<file path="config.mk">
export PLATFORM = sky130hd
export DESIGN_NAME = fifo_rd_stream
export DESIGN_NICKNAME = d
export VERILOG_FILES = /design/src/rtl/fifo_pkg.sv /design/src/rtl/fifo_skid_buf2.sv /design/src/rtl/fifo_rd_stream.sv
export SDC_FILE = /design/constraint.sdc
export NUM_CORES = 1
export LEC_CHECK = 0
export CELL_PAD_IN_SITES_DETAIL_PLACEMENT = 0
export CELL_PAD_IN_SITES_GLOBAL_PLACEMENT = 1
export CORE_ASPECT_RATIO = 0.9
export CORE_UTILIZATION = 34
export DETAILED_ROUTE_END_ITERATION = 8
export PLACE_DENSITY_LB_ADDON = 0.1
export SLEW_MARGIN = 5
export SYNTH_ARGS = -nofsm -noshare
export SYNTH_HDL_FRONTEND = slang
export SYNTH_SLANG_ARGS = --single-unit
</file>
<file path="constraint.sdc">
create_clock -name rclk -period 1.5 [get_ports rclk]
set_input_delay 0.45 -clock rclk [delete_from_list [all_inputs] [get_ports rclk]]
set_output_delay 0.45 -clock rclk [all_outputs]
set_load 0.03 [all_outputs]
</file>
<file path="src/rtl/fifo_pkg.sv">
// Shared definitions for the FIFO read-side blocks: occupancy state encodings
// of the two-entry output buffer and the legal FIFO read-latency settings.
package fifo_pkg;

  typedef enum logic [1:0] {
    OCC_EMPTY = 2'd0,
    OCC_ONE   = 2'd1,
    OCC_TWO   = 2'd2
  } occ_e;

  // rdata valid in the same cycle as rinc
  localparam int unsigned RD_LAT_COMB = 0;
  // rdata valid one cycle after rinc
  localparam int unsigned RD_LAT_REG  = 1;

endpackage

</file>
<file path="src/rtl/fifo_skid_buf2.sv">
// Two-entry FIFO-ordered output buffer with its occupancy FSM.
// out_data always presents the oldest held word and stays stable until popped.
module fifo_skid_buf2
  import fifo_pkg::*;
#(
  parameter int unsigned DATESIZE = 8
) (
  input  logic                clk,
  input  logic                rst_n,
  input  logic                push,
  input  logic                pop,
  input  logic [DATESIZE-1:0] push_data,
  output logic [DATESIZE-1:0] out_data,
  output logic                out_valid,
  output occ_e                occ
);

  occ_e                state_q;
  occ_e                state_d;
  logic [DATESIZE-1:0] head_q;
  logic [DATESIZE-1:0] tail_q;

  // Occupancy state register
  always_ff @(posedge clk or negedge rst_n) begin
    if (!rst_n) begin
      state_q <= OCC_EMPTY;
    end else begin
      state_q <= state_d;
    end
  end

  // Occupancy next state: push raises, pop lowers, both together hold
  always_comb begin
    state_d = state_q;
    unique case (state_q)
      OCC_EMPTY: if (push) state_d = OCC_ONE;
      OCC_ONE: begin
        if (push && !pop)      state_d = OCC_TWO;
        else if (pop && !push) state_d = OCC_EMPTY;
      end
      OCC_TWO:   if (pop && !push) state_d = OCC_ONE;
      default:   state_d = OCC_EMPTY;
    endcase
  end

  // Data slots: head is the oldest word, tail the younger one when two are held
  always_ff @(posedge clk or negedge rst_n) begin
    if (!rst_n) begin
      head_q <= '0;
      tail_q <= '0;
    end else begin
      unique case (state_q)
        OCC_EMPTY: if (push) head_q <= push_data;
        OCC_ONE: begin
          if (push && pop) head_q <= push_data;
          else if (push)   tail_q <= push_data;
        end
        OCC_TWO: begin
          if (pop) begin
            head_q <= tail_q;
            if (push) tail_q <= push_data;
          end
        end
        default: ;
      endcase
    end
  end

  assign out_data  = head_q;
  assign out_valid = (state_q != OCC_EMPTY);
  assign occ       = state_q;

endmodule

</file>
<file path="src/rtl/fifo_rd_stream.sv">
// Read-side drain stage for async_fifo (rclk domain). Issues FIFO reads only
// when the word is guaranteed a slot in the two-entry output buffer, and
// re-presents the words as a valid/ready stream at up to one beat per cycle.
// Optional feature: define FIFO_RD_LAST_EN to generate out_last every
// BURST_LEN beats; otherwise out_last is tied low.
module fifo_rd_stream
  import fifo_pkg::*;
#(
  parameter int unsigned DATESIZE  = 8,
  parameter int unsigned RD_LAT    = 1,
  parameter int unsigned BURST_LEN = 4,
  parameter int unsigned CNT_W     = 16
) (
  input  logic                rclk,
  input  logic                r_rstn,
  input  logic [DATESIZE-1:0] fifo_rdata,
  input  logic                fifo_rempty,
  output logic                fifo_rinc,
  output logic [DATESIZE-1:0] out_data,
  output logic                out_valid,
  input  logic                out_ready,
  output logic                out_last,
  output logic [CNT_W-1:0]    beat_cnt
);

  logic       pop;
  logic       push;
  logic       inflight;
  logic [2:0] level;
  occ_e       occ;

  assign pop = out_valid & out_ready;

  // Words held plus words already requested; a pop this cycle frees one slot.
  // Written as level < 2 + pop to avoid an unsigned subtraction.
  assign level     = {1'b0, occ} + {2'b00, inflight};
  assign fifo_rinc = !fifo_rempty && (level < (3'd2 + {2'b00, pop}));

  generate
    if (RD_LAT == RD_LAT_COMB) begin : g_lat_comb
      assign inflight = 1'b0;
      assign push     = fifo_rinc;
    end else begin : g_lat_reg
      logic inflight_q;

      // Remember an issued read so its word is captured when rdata arrives
      always_ff @(posedge rclk or negedge r_rstn) begin
        if (!r_rstn) begin
          inflight_q <= 1'b0;
        end else begin
          inflight_q <= fifo_rinc;
        end
      end

      assign inflight = inflight_q;
      assign push     = inflight_q;
    end
  endgenerate

  fifo_skid_buf2 #(
    .DATESIZE (DATESIZE)
  ) u_buf (
    .clk       (rclk),
    .rst_n     (r_rstn),
    .push      (push),
    .pop       (pop),
    .push_data (fifo_rdata),
    .out_data  (out_data),
    .out_valid (out_valid),
    .occ       (occ)
  );

  // Accepted-beat counter, wraps naturally
  always_ff @(posedge rclk or negedge r_rstn) begin
    if (!r_rstn) begin
      beat_cnt <= '0;
    end else if (pop) begin
      beat_cnt <= beat_cnt + CNT_W'(1);
    end
  end

`ifdef FIFO_RD_LAST_EN
  localparam int unsigned IDX_W = (BURST_LEN > 1) ? $clog2(BURST_LEN) : 1;

  logic [IDX_W-1:0] burst_idx;
  logic             idx_at_end;

  assign idx_at_end = (burst_idx == IDX_W'(BURST_LEN - 1));

  // Beat position within the current burst, restarting after the last beat
  always_ff @(posedge rclk or negedge r_rstn) begin
    if (!r_rstn) begin
      burst_idx <= '0;
    end else if (pop) begin
      burst_idx <= idx_at_end ? '0 : burst_idx + IDX_W'(1);
    end
  end

  assign out_last = out_valid & idx_at_end;
`else
  logic unused_burst_len;

  assign unused_burst_len = (BURST_LEN == 0);
  assign out_last         = 1'b0;
`endif

endmodule
</file>
# Word-level counts from Yosys, hierarchy flattened
# Index checks and enable logic that the tools add are counted.
# totals
wordCells,45
out_inout_bits,27
regBits,35
# classes
addsub,3
eq_ne,8
n_bitwise,1
muxes,13
n_reduce_logical,14
order_cmp,1
# op_table
op,count
8-bit 2-to-1 mux,6
8-bit case mux with 3 select lines,1
"16-bit by 1-bit adder with 16-bit output, second input constant",1
8-bit case mux with 2 select lines,1
2-bit 2-to-1 mux,4
"2-bit != test, second input constant",3
2-bit case mux with 3 select lines,1
3-bit AND reduction,2
1-bit logical AND,4
"2-bit by 1-bit != test with 1-bit output, second input constant",2
4-bit AND reduction,1
2-bit nonzero test,2
2-bit by 1-bit adder with 3-bit output,1
"2-bit by 1-bit adder with 3-bit output, first input constant",1
1-bit logical NOT,3
3-bit < comparator,1
"3-bit by 1-bit != test with 1-bit output, second input constant",1
3-bit nonzero test,1
"2-bit by 1-bit == test with 1-bit output, second input constant",1
"2-bit == test, second input constant",1
2-bit logical NOT,1
1-bit bitwise AND,1

# Depth between registers and ports, before layout
# depth
ltp_word,6
depth_mapped,6
ltp_nobuf,4

# Hierarchy
# A second synthesis with hierarchy kept.
# hier_totals
cells_unflattened,125
hier_area_um2,1649.1
# by_module_without_submodules
module,area_each_um2,seq_area_each_um2,instances,cells_each
fifo_skid_buf2,868.3,450.4,1,62
fifo_rd_stream,780.7,425.4,1,63

# Least setup slack after synthesis
# Ideal clock, no wire load.
# synth_timing
kind,register to output
startpoint,register u_buf.state_q[0] (netlist: u_buf.occ[0])
endpoint,output fifo_rinc
stages_incl_launch_ff,5
t_arrival_ps,1726
slack_ps,-676
required_time_ps,1050
path_buffers,0
path_cell_list,dfrtp_1 > ha_1 > ha_1 > o21a_1 > nor3_1
# synth_between
elab_chain_cells,5
word_cells_on_any_way,6
classes_between,2 x add/sub; 1 x order compare; 1 x bitwise; 2 x reduce/logical
# synth_rtl
element,line_no,rtl
from (decl),fifo_skid_buf2.sv:18,occ_e state_q;
from (signal assigned),fifo_skid_buf2.sv:28,state_q <= state_d;
2-bit nonzero test,fifo_skid_buf2.sv:70,assign out_valid = (state_q != OCC_EMPTY);
1-bit bitwise AND,fifo_rd_stream.sv:32,assign pop = out_valid & out_ready;
2-bit by 1-bit adder with 3-bit output,fifo_rd_stream.sv:37,"assign fifo_rinc = !fifo_rempty && (level < (3'd2 + {2'b00, pop}));"
3-bit < comparator *,fifo_rd_stream.sv:37,
1-bit logical AND *,fifo_rd_stream.sv:37,
to (decl),fifo_rd_stream.sv:18,"output logic fifo_rinc,"
# Every way passes the cells marked *; elsewhere a longest branch is shown, timed or not.

# Final worst setup path
# Ends and elaborated chain as after synthesis.

==> results.rst <==
.. list-table::
   :header-rows: 1

   * - Metric
     - Value
   * - Buffers from clock root to sink, at most
     - 2
   * - Worst Path Arrival
     - 1.58 ns
   * - Relative contribution of the clock network to total power
     - 21.3%
   * - Global Route Usage Sum
     - 15.34%
   * - Cell area after synthesis
     - 1619 sq um
   * - Switching share of total power
     - 37.61%
   * - H-tree depth reported by CTS
     - 2
   * - Sequential element share of the synthesized area
     - 54.10%
   * - Nets in the synthesized netlist
     - 153
   * - Internal power of the cells
     - 2938 uW
   * - Number of clock sinks seen by CTS
     - 35
   * - Power density cells
     - 2006 nW/um^2
   * - CTS clk-pin slew, worst paths
     - 0.07 ns
   * - Routed vias
     - 1197
   * - Post-route fraction of the period consumed by the critical path
     - 135.1%
   * - Worst clock skew on the final layout
     - 0.01015 ns
   * - Number of routed nets with antenna violations
     - 0
   * - Maximum number of pins on one net before global-route repair
     - 36
   * - Relative area change from synthesis to final layout
     - 44.98%
   * - Area of the core
     - 4518 sq um
   * - Total net switching power
     - 1771 uW
   * - Outcome
     - finished, violations left
   * - Slew Limit Fails
     - 0
   * - Vias in the first global route
     - 1215
   * - Placer's final routability congestion estimate
     - 0.6960
   * - Yosys top cell by area
     - sky130_fd_sc_hd__dfrtp_1
   * - Filler Cell Count
     - 434
   * - Total number of placement rows
     - 23
   * - Iteration-0 DRC count of the detailed router
     - 81
   * - Standard cell with the maximum stage delay on the critical path
     - sky130_fd_sc_hd__dfrtp_2
   * - Fmax
     - 493.3 MHz
   * - Leading cell types by total area after synthesis
     - sky130_fd_sc_hd__dfrtp_1, sky130_fd_sc_hd__mux2_2, sky130_fd_sc_hd__mux2i_1, sky130_fd_sc_hd__xnor2_1, sky130_fd_sc_hd__xor2_1
   * - DRT Pass-1 Iters
     - 4
   * - Total of endpoints with negative setup slack in the final report
     - 11
   * - Fin util
     - 51.95%
   * - Tightest Hold Check Type
     - flop to flop
   * - Worst-path maximum fanout
     - 4
   * - Slowest Stage Delay on Critical Path
     - 0.45 ns
   * - Launching instance or port of the critical path
     - u_buf.occ[0]
   * - Mean number of vias per cell
     - 4.622
   * - Detailed Route WL
     - 3472 um
   * - Worst setup path endpoint
     - fifo_rinc
   * - Clock network latency to the later pin of the worst-skew pair
     - 0.29 ns
   * - Max cap viols
     - 0
   * - Mean cell area of the mapped netlist
     - 11.73 sq um
   * - Effective utilization at floorplan
     - 35.83%
   * - Setup crit end kind
     - primary output
   * - Reg power frac
     - 33.0%
   * - Clock tree from TritonCTS
     - yes
   * - Drt wl/cell
     - 13.41 um
   * - Syn. warnings
     - 0
   * - Capture point of the worst reg-to-reg path
     - u_buf.tail_q[1]
   * - Sort of element at the start of the critical path
     - flop
   * - Clock tree root buffer cell
     - sky130_fd_sc_hd__clkbuf_8
   * - LEAKAGE
     - 0.001091 uW
   * - Die width
     - 74.74 um
   * - Buffers on Ports
     - 37
   * - Maximum vdd drop
     - 1.186 mV
   * - Drc violations
     - 0
   * - Reg2Reg Launch Point
     - u_buf.occ[0]
   * - List of cells traversed by the critical path
     - ha_4 > ha_4 > o21a_1 > nor3_4 > buf_6
   * - Worst setup path category
     - flop to primary output
   * - Antenna cells
     - 0
   * - Reg2reg path depth
     - 5
   * - #FFs+latches synth
     - 35
   * - Number of instances in the placed design
     - 248
   * - Req. time, crit path
     - 1.05 ns
   * - Number of antenna violations at the first check in global routing
     - 0
   * - Most common library cell in the layout ignoring fill and taps
     - sky130_fd_sc_hd__dfrtp_1
   * - Dpl ws
     - -0.5165 ns
   * - Mapped Cells
     - 138
   * - CTS Hold Buffers Added
     - 0
   * - Area of the multi-input gates
     - 748.2 sq um
   * - Die outline height
     - 67.47 um
   * - HPWL after DPL
     - 2514 um
   * - Share of post-route cells with drive strength above 1
     - 37.06%
   * - Combinational cell fraction of total power
     - 45.7%
   * - Number of nets in the layout
     - 211
   * - Commonest cells after routing, fill and taps aside
     - sky130_fd_sc_hd__dfrtp_1, sky130_fd_sc_hd__buf_4, sky130_fd_sc_hd__nor2_1
   * - Register Area
     - 878.3 sq um
   * - First-pass GRT wire length
     - 5685 um
   * - Setup slack on the worst flop-to-flop path
     - -0.02 ns
   * - Worst Setup Slack, final
     - -0.5271 ns
   * - Total congestion overflow
     - 0
   * - Violations in the final reports
     - setup timing
   * - Setup repair after global routing missed its margin
     - true
   * - Number of distinct library cells after synthesis
     - 28
   * - Post-layout instance count excluding filler cells
     - 259
   * - Fin crit period
     - 2.027 ns
   * - Post-route setup TNS
     - -0.8384 ns
   * - Area share of the leading cell type in the synthesized netlist
     - 54.10%
   * - Die Footprint
     - 5042 sq um
   * - Top cell by count, worst path
     - sky130_fd_sc_hd__ha_4
   * - Number of failing hold endpoints at the final stage
     - 0
   * - Clock buffer count from CTS
     - 5
   * - Number of placed I/O pins
     - 39
## synthesized netlist by cell type
cell type	n
sky130_fd_sc_hd__or2_2	1
sky130_fd_sc_hd__nand4_1	4
sky130_fd_sc_hd__nand3_1	7
sky130_fd_sc_hd__o211a_1	1
sky130_fd_sc_hd__nand2_1	3
sky130_fd_sc_hd__mux2i_1	9
sky130_fd_sc_hd__a21oi_1	10
sky130_fd_sc_hd__o21a_1	1
sky130_fd_sc_hd__xnor2_1	9
sky130_fd_sc_hd__buf_4	2
sky130_fd_sc_hd__buf_2	4
sky130_fd_sc_hd__nor3b_1	1
sky130_fd_sc_hd__xor2_1	6
sky130_fd_sc_hd__nor3_1	2
sky130_fd_sc_hd__o22ai_1	1
sky130_fd_sc_hd__o32ai_1	1
sky130_fd_sc_hd__nor2_1	12
sky130_fd_sc_hd__inv_1	3
sky130_fd_sc_hd__dfrtp_1	35
sky130_fd_sc_hd__o21ai_2	2
sky130_fd_sc_hd__conb_1	1
sky130_fd_sc_hd__nor4_4	1
sky130_fd_sc_hd__ha_1	3
sky130_fd_sc_hd__mux2_2	9
sky130_fd_sc_hd__and3_1	5
sky130_fd_sc_hd__o2bb2ai_2	1
sky130_fd_sc_hd__nor2b_1	3
sky130_fd_sc_hd__nand2b_1	1
## stage by stage
step	power [uW]	cell area [sq um]	hold WS, ns
final	4708	2347	0.4703
after global routing	5007	2347	0.5121
after CTS	4751	2344	0.4794
after detailed placement	3791	2193	0.4669
after global placement	3687	2193	0.4615
after floorplan	2867	1658	0.1544
## power groups by stage
stage          clock network (uW)  registers, uW  logic [uW]
2_1_floorplan                   0           1920         942
6_report                     1000           1550        2150
3_5_place_dp                    0           1570        2220
4_1_cts                      1020           1550        2170
3_3_place_gp                    0           1550        2140
5_1_grt                      1070           1610        2330
## final cells by class
cell class,count,area share (%)
flip-flops and latches,35,37.42
multi-input cells,94,31.88
repair buffers,57,21.27
well taps,62,3.305
clock buffers,6,3.092
clock inverters,2,2.559
inverters,3,0.4797
## worst min path at each step
stage,startpoint,end,slack (ns),depth (start not counted)
2_1_floorplan,r_rstn,beat_cnt[0],0.15,0
3_3_place_gp,beat_cnt[15],beat_cnt[15],0.46,1
3_5_place_dp,beat_cnt[15],beat_cnt[15],0.47,1
4_1_cts,beat_cnt[15],beat_cnt[15],0.48,1
5_1_grt,beat_cnt[15],beat_cnt[15],0.51,1
6_report,beat_cnt[15],beat_cnt[15],0.47,1
## flip-flops by register name, indices dropped and copies added (netlist names)
| signal | flops |
|---|---|
| beat_cnt | 16 |
| u_buf.out_data | 8 |
| u_buf.tail_q | 8 |
| u_buf.occ | 2 |
| g_lat_reg.inflight_q | 1 |
## critical path, delay by kind of cell, from the launching register on
family,cells,cell delay (ns)
DFF,1,0.45
AOI/OAI and AO/OA,1,0.12
adders and majority gates,2,0.38
buffers and inverters,1,0.15
and+or+nand+nor,1,0.18
## repair_timing
| action | in CTS | in global routing |
|---|---|---|
| pin swaps | 3 | 4 |
| endpoints found under the setup margin | 32 | 22 |
| gates resized for setup | 22 | 15 |
| setup buffers | 1 | 2 |
## logic make-up (layout without fill, tap and decap cells)
group	after synthesis	after routing	share of synthesized area [%]
other	1	1	0.2316
AOI/OAI and AO/OA	17	17	7.110
xor gates and xnor gates	15	15	8.115
muxes	18	18	11.82
buffers and inverters	9	68	2.859
adders and majority gates	3	3	2.319
and+or+nand+nor	40	40	13.45
DFF	35	35	54.10
## metal layers
layer	share of wire [%]	global-route usage, %
met2	49	25.11
met4	1.0	5.660
met5	0	0
met3	4.4	4.179
met1	46	19.36
Power figures use the tool's default switching activity.
